File: config.mk
export PLATFORM = sky130hd
export DESIGN_NAME = bitbrick_shift_accumulator
export DESIGN_NICKNAME = d
export VERILOG_FILES = /design/src/rtl/bitbrick_shift_accumulator.sv
export SDC_FILE = /design/constraint.sdc
export NUM_CORES = 1
export LEC_CHECK = 0
export ABC_AREA = 1
export ABC_CLOCK_PERIOD_IN_PS = 2400
export CAP_MARGIN = 20
export CORE_ASPECT_RATIO = 2
export CORE_UTILIZATION = 35
export DETAILED_ROUTE_END_ITERATION = 12
export GPL_TIMING_DRIVEN = 0
export PLACE_DENSITY = 0.63
export SYNTH_ARGS = -nofsm -noshare
export SYNTH_HDL_FRONTEND = slang
export SYNTH_SLANG_ARGS = --single-unit
File: constraint.sdc
create_clock -name clk -period 2.4 [get_ports clk]
set_input_delay 0.24 -clock clk [delete_from_list [all_inputs] [get_ports clk]]
set_output_delay 0.24 -clock clk [all_outputs]
set_load 0.02 [all_outputs]
File: src/rtl/bitbrick_shift_accumulator.sv
// Shift-and-accumulate stage behind the signed 3-bit BitBrick multiplier.
// Fuses a stream of shifted 6-bit brick products into one wide signed result per last beat.
module bitbrick_shift_accumulator #(
    parameter int unsigned ACC_W = 32,
    parameter int unsigned CNT_W = 8
) (
    input  logic             clk,
    input  logic             rst,
    input  logic             in_valid,
    output logic             in_ready,
    input  logic [5:0]       in_product,
    input  logic [3:0]       in_shift,
    input  logic             in_last,
    output logic             out_valid,
    input  logic             out_ready,
    output logic [ACC_W-1:0] out_data,
    output logic             out_ovf,
    output logic [CNT_W-1:0] out_count
);

    localparam int unsigned PROD_W = 6;
    localparam logic [CNT_W-1:0] CNT_MAX = '1;

    typedef enum logic {
        EMPTY,
        PARTIAL
    } state_e;

    state_e             state_q, state_d;
    logic               rst_q;
    logic [ACC_W-1:0]   acc_q, acc_d;
    logic               ovf_q, ovf_d;
    logic [CNT_W-1:0]   cnt_q, cnt_d;
    logic               out_valid_q, out_valid_d;
    logic [ACC_W-1:0]   out_data_q, out_data_d;
    logic               out_ovf_q, out_ovf_d;
    logic [CNT_W-1:0]   out_count_q, out_count_d;

    logic               accept;
    logic               pop;
    logic [ACC_W-1:0]   prod_ext;
    logic [ACC_W-1:0]   term;
    logic [ACC_W-1:0]   base;
    logic [ACC_W-1:0]   sum;
    logic               ovf_now;
    logic [CNT_W-1:0]   cnt_inc;

    // Input only stalls while a finished result is still waiting for the consumer.
    assign in_ready = !rst_q && !(out_valid_q && !out_ready);
    assign accept   = in_valid && in_ready;
    assign pop      = out_valid_q && out_ready;

    // Sign-extend, shift (bits past ACC_W drop off) and add with wrap-around.
    always_comb begin
        prod_ext = {{(ACC_W - PROD_W){in_product[PROD_W-1]}}, in_product};
        term     = prod_ext << in_shift;
        base     = (state_q == PARTIAL) ? acc_q : '0;
        sum      = base + term;
        ovf_now  = (base[ACC_W-1] == term[ACC_W-1]) && (sum[ACC_W-1] != base[ACC_W-1]);
        cnt_inc  = (cnt_q == CNT_MAX) ? cnt_q : cnt_q + CNT_W'(1);
    end

    always_comb begin
        state_d     = state_q;
        acc_d       = acc_q;
        ovf_d       = ovf_q;
        cnt_d       = cnt_q;
        out_valid_d = out_valid_q && !pop;
        out_data_d  = out_data_q;
        out_ovf_d   = out_ovf_q;
        out_count_d = out_count_q;

        if (accept) begin
            if (in_last) begin
                out_valid_d = 1'b1;
                out_data_d  = sum;
                out_ovf_d   = ovf_q || ovf_now;
                out_count_d = cnt_inc;
                acc_d       = '0;
                ovf_d       = 1'b0;
                cnt_d       = '0;
                state_d     = EMPTY;
            end else begin
                acc_d       = sum;
                ovf_d       = ovf_q || ovf_now;
                cnt_d       = cnt_inc;
                state_d     = PARTIAL;
            end
        end
    end

    always_ff @(posedge clk) begin
        if (rst) begin
            rst_q       <= 1'b1;
            state_q     <= EMPTY;
            acc_q       <= '0;
            ovf_q       <= 1'b0;
            cnt_q       <= '0;
            out_valid_q <= 1'b0;
            out_data_q  <= '0;
            out_ovf_q   <= 1'b0;
            out_count_q <= '0;
        end else begin
            rst_q       <= 1'b0;
            state_q     <= state_d;
            acc_q       <= acc_d;
            ovf_q       <= ovf_d;
            cnt_q       <= cnt_d;
            out_valid_q <= out_valid_d;
            out_data_q  <= out_data_d;
            out_ovf_q   <= out_ovf_d;
            out_count_q <= out_count_d;
        end
    end

    assign out_valid = out_valid_q;
    assign out_data  = out_data_q;
    assign out_ovf   = out_ovf_q;
    assign out_count = out_count_q;

endmodule

==> report_table.html <==
<table>
<tr><th>Metric</th><th>Value</th></tr>
<tr><th colspan="2">Cells and area</th></tr>
<tr><td>Commonest non-fill, non-tap cell in the layout</td><td>nand2_1</td></tr>
<tr><td>Count of placed standard cells in the final layout, fillers left out</td><td>1311</td></tr>
<tr><td>Area delta synth-&gt;final</td><td>35.22%</td></tr>
<tr><td>Multi-input combinational cell area</td><td>0.004531 mm2</td></tr>
<tr><td>Number of nets in the finished design</td><td>1144</td></tr>
<tr><td>Antenna cell count</td><td>0</td></tr>
<tr><td>Number of fillers in the final layout</td><td>1757</td></tr>
<tr><td>Proportion of layout cells with a drive suffix above 1</td><td>24.98%</td></tr>
<tr><td>Post-route core utilization</td><td>48.36%</td></tr>
<tr><td>Highest-count cells in the layout ignoring fill and taps</td><td>nand2_1 (335), inv_1 (154), dfxtp_1 (84), nand2_2 (54), clkdlybuf4s50_1 (47)</td></tr>
<tr><td>Register area</td><td>0.001705 mm2</td></tr>
<tr><th colspan="2">Floorplan</th></tr>
<tr><td>Die Footprint</td><td>0.01822 mm2</td></tr>
<tr><td>Chip Width</td><td>95.94 um</td></tr>
<tr><td>Starting utilization of the core area</td><td>35.76%</td></tr>
<tr><td>I/O pins</td><td>58</td></tr>
<tr><td>Die Y</td><td>189.9 um</td></tr>
<tr><td>Floorplan row count</td><td>68</td></tr>
<tr><td>Core Footprint</td><td>0.01727 mm2</td></tr>
<tr><th colspan="2">STA</th></tr>
<tr><td>Final Slew Violations</td><td>0</td></tr>
<tr><td>Final hold violations</td><td>0</td></tr>
<tr><td>Final clock skew</td><td>7.174 ps</td></tr>
<tr><td>Setup repair after global routing missed its margin</td><td>yes</td></tr>
<tr><td>Transition at the pin with the smallest max-transition slack</td><td>728.7 ps</td></tr>
<tr><td>Portion of the clock cycle consumed by the worst path in the final layout</td><td>98.83%</td></tr>
<tr><td># setup viols final</td><td>0</td></tr>
<tr><td>Final critical-path setup slack</td><td>28.07 ps</td></tr>
<tr><td>Max Clock Freq</td><td>421.6 MHz</td></tr>
<tr><td>Clock period minus final worst setup slack</td><td>2372 ps</td></tr>
<tr><td>Worst-case headroom to the max-slew limit</td><td>51.42%</td></tr>
<tr><th colspan="2">Global route</th></tr>
<tr><td>Antenna violations before repair</td><td>0</td></tr>
<tr><td>Number of global-route vias before repair</td><td>6448</td></tr>
<tr><td>Leftover overflow at the end of global routing</td><td>0</td></tr>
<tr><td>Wire length of the first global-routing pass</td><td>32.00 mm</td></tr>
<tr><td>Maximum number of pins on one net before global-route repair</td><td>19</td></tr>
<tr><td>Aggregate global-route resource usage</td><td>23.65%</td></tr>
<tr><th colspan="2">Routing</th></tr>
<tr><td>Final ANT Viol Nets</td><td>0</td></tr>
<tr><td>Vias</td><td>6472</td></tr>
<tr><td>DRC Markers</td><td>0</td></tr>
<tr><td>1st-iter DRT viols</td><td>238</td></tr>
<tr><td>First-pass detailed-route iteration total</td><td>4</td></tr>
<tr><td>Via count normalized by instance count</td><td>4.937</td></tr>
<tr><td>Total Routed Length</td><td>20.85 mm</td></tr>
<tr><td>Average wire length per cell after detail routing</td><td>15.90 um</td></tr>
<tr><th colspan="2">Min path</th></tr>
<tr><td>Class of the most critical hold timing path</td><td>input pin to flop</td></tr>
<tr><td>Hold Path Cell Cnt</td><td>1</td></tr>
<tr><td>Hold path startpoint</td><td>rst</td></tr>
<tr><td>Worst hold path endpoint</td><td>rst_q</td></tr>
<tr><th colspan="2">Setup path</th></tr>
<tr><td>Critical Setup Path Class</td><td>input pin to flop</td></tr>
<tr><td>Critical register-to-register path endpoint</td><td>acc_q[24]</td></tr>
<tr><td>Ordered list of cells on the worst path</td><td>clkdlybuf4s15_1, buf_4, nor2_4, ha_4, inv_1, fa_2, inv_2, nand3_1, nand2_2, nand2_1, nand2_2, nand3_2, nand4_1, nand3_1, a21oi_1</td></tr>
<tr><td>Nature of the critical path endpoint</td><td>flop</td></tr>
<tr><td>Largest stage delay, worst path</td><td>370 ps</td></tr>
<tr><td>Endpoint arrival time on the critical path</td><td>2650 ps</td></tr>
<tr><td>Worst reg2reg path startpoint</td><td>state_q</td></tr>
<tr><td>FF-to-FF path depth</td><td>15</td></tr>
<tr><td>Standard cell with the maximum stage delay on the critical path</td><td>fa_2</td></tr>
<tr><td>Family with the most delay on the worst path</td><td>simple AND/OR/NAND/NOR gates</td></tr>
<tr><td>Critical Path RT</td><td>2680 ps</td></tr>
<tr><td>CP Buf/Inv Count</td><td>4</td></tr>
<tr><td>Max Fanout on Critical Path</td><td>10</td></tr>
<tr><td>FF-to-FF setup slack</td><td>60 ps</td></tr>
<tr><td>Startpoint type of the worst setup path</td><td>input pin</td></tr>
<tr><th colspan="2">Logic synthesis</th></tr>
<tr><td>Post-synthesis sequential area ratio</td><td>27.55%</td></tr>
<tr><td>Yosys top cell area share</td><td>27.55%</td></tr>
<tr><td>Synth area leader</td><td>dfxtp_1</td></tr>
<tr><td>Main area contributors after synthesis</td><td>dfxtp_1 (28%), nand2_1 (23%), inv_1 (10%)</td></tr>
<tr><td>Share of flip-flops with an asynchronous set or reset after synthesis</td><td>0%</td></tr>
<tr><td>Gate count of the mapped netlist</td><td>1006</td></tr>
<tr><td>Nets in the synthesized netlist</td><td>1054</td></tr>
<tr><td>Number of synthesized flops with an enable pin</td><td>0</td></tr>
<tr><td>Total number of yosys warnings</td><td>0</td></tr>
<tr><td>Post-synthesis area per instance</td><td>6.140 um2</td></tr>
<tr><td>Total of flip-flops plus latches after synthesis</td><td>85</td></tr>
<tr><td>Prevailing post-synth register cell</td><td>dfxtp_1</td></tr>
<tr><td>Synthesized area</td><td>0.006177 mm2</td></tr>
<tr><td>Library cells used by synthesis</td><td>41</td></tr>
<tr><th colspan="2">Placement</th></tr>
<tr><td>Port bufs</td><td>57</td></tr>
<tr><td>HPWL after DPL</td><td>16.17 mm</td></tr>
<tr><td>Placed Instances</td><td>1273</td></tr>
<tr><td>Worst slack after detailed placement</td><td>-1731 ps</td></tr>
<tr><td>Final GP Congestion</td><td>0.9747</td></tr>
<tr><th colspan="2">Pwr</th></tr>
<tr><td>Total power divided by cell area</td><td>436.8 mW/mm2</td></tr>
<tr><td>Overall power after layout</td><td>3648 uW</td></tr>
<tr><td>Static leakage</td><td>0.004153 uW</td></tr>
<tr><td>Maximum VDD drop</td><td>384.2 uV</td></tr>
<tr><td>Share of power burned in the clock network</td><td>39.2%</td></tr>
<tr><td>Combinational group share of total power</td><td>20.6%</td></tr>
<tr><td>Switch Pwr</td><td>1169 uW</td></tr>
<tr><td>Sequential group share of total power</td><td>40.2%</td></tr>
<tr><td>Design internal power</td><td>2479 uW</td></tr>
<tr><td>Switching share of power</td><td>32.04%</td></tr>
<tr><th colspan="2">Clock tree</th></tr>
<tr><td>Maximum clock path buffer count</td><td>2</td></tr>
<tr><td>Clock tree from TritonCTS</td><td>done</td></tr>
<tr><td>CTS buffer count</td><td>9</td></tr>
<tr><td>Clock-pin slew on the worst setup and hold paths</td><td>70 ps</td></tr>
<tr><td>Clock sink total</td><td>85</td></tr>
<tr><td>Deepest level of the CTS H-tree</td><td>3</td></tr>
<tr><td>Buffer type at the clock tree root</td><td>clkbuf_16</td></tr>
<tr><td>Clk Latency, worst-skew pair</td><td>350 ps</td></tr>
<tr><th colspan="2">Run</th></tr>
<tr><td>Maxcap violations</td><td>0</td></tr>
<tr><th colspan="2">Outcome</th></tr>
<tr><td>Status</td><td>completed</td></tr>
</table>
-- per-layer routing --
layer  vias up  wire [um]  GRT usage [%]
met5         -          0              0
met4         0       1783          18.14
met3        76        443          2.198
met2       127      11630          45.91
met1      2971       6987          21.23
li1       3298          -              -
-- cell type report --
type / count / share of cell area, %
inverter: 175 / 7.999
clock inverter: 7 / 0.9137
sequential: 85 / 20.42
multi-input combinational: 719 / 54.24
tap: 210 / 3.146
timing repair buffer: 80 / 8.823
clock buffer: 9 / 2.696
buffer: 26 / 1.768
-- power groups by stage --
stage               clock, uW  sequential, uW  combinational [uW]
CTS                      1460            1470                 690
floorplan                   0            1520                 324
detailed placement          0            1500                 549
global placement            0            1500                 546
finish                   1430            1470                 753
global route             1490            1470                 806
-- state kept, by name, summed over array words and instances, names as in the netlist, 8 cells and up --
register / cells
out_count: 8
cnt_q: 8
acc_q: 32
out_data: 32
-- Yosys cell counts (2+ instances only) --
cell type  instances
xor2_1             9
nor2_4             2
nor3_4             2
a21oi_2            6
a2bb2oi_1          3
nand2_4            2
a21oi_1           56
nand2_1          377
nand4_1            2
o21bai_1           3
nand3b_1           3
o21ai_0           30
nand2_2           18
xnor2_1            5
nand3_2           13
inv_2              4
inv_1            171
ha_1              32
a21o_1             2
or2_1              3
dfxtp_1           85
nor3_1             3
nor2_1            54
mux2i_1            3
a22o_1            16
or2_2              6
nand3_1           55
nor2_2             5
clkbuf_1          18
buf_2              7
-- logic make-up after synthesis --
| family | count (synthesis) | share of synthesized area, % |
|---|---|---|
| and+or+nand+nor | 548 | 38.69 |
| buffers and inverters | 202 | 12.54 |
| AOI/OAI and AO/OA | 120 | 11.69 |
| DFF | 85 | 27.55 |
| adders and majority gates | 33 | 6.806 |
| xor gates and xnor gates | 15 | 2.248 |
| muxes | 3 | 0.4861 |
-- per-stage QoR --
| step | TNS [ps] | hold WS [ps] | area [um2] |
|---|---|---|---|
| floorplan | 0 | 267.7 | 6177 |
| global placement | -87190 | 441.0 | 7010 |
| detailed placement | -87520 | 443.6 | 7010 |
| CTS | 0 | 377.5 | 8046 |
| global route | -152.7 | 396.2 | 8353 |
| finish | 0 | 374.2 | 8353 |
-- worst max path at each step --
stage | start | end | slack, ps | depth (start not counted)
after floorplan | state_q | acc_q[24] | 50 | 17
after global placement | in_product[5] | acc_q[12] | -1750 | 17
after detailed placement | in_product[5] | acc_q[12] | -1730 | 17
after CTS | state_q | acc_q[20] | 20 | 15
after global routing | in_product[3] | acc_q[13] | -40 | 19
final | in_shift[3] | acc_q[24] | 30 | 15
-- timing repair --
| action | 4_1_cts | 5_1_grt |
|---|---|---|
| pin swaps | 59 | 37 |
| hold endpoints to repair | 0 | 0 |
| resized for setup | 185 | 88 |
| hold buffers | 0 | 0 |
| setup endpoints to repair | 61 | 54 |
| setup buffers | 19 | 4 |
-- worst register-to-register path: stages, from the launching register on --
cell	delay, ps
dfxtp_4	400
buf_8	130
nand2_1	50
inv_1	90
ha_4	140
inv_1	50
fa_2	370
inv_2	110
nand3_1	90
nand2_2	110
nand2_1	80
nand2_2	130
nand3_2	100
nand4_1	200
nand3_1	100
a21oi_1	140
Note: power is estimated with default switching activity, not from simulation.
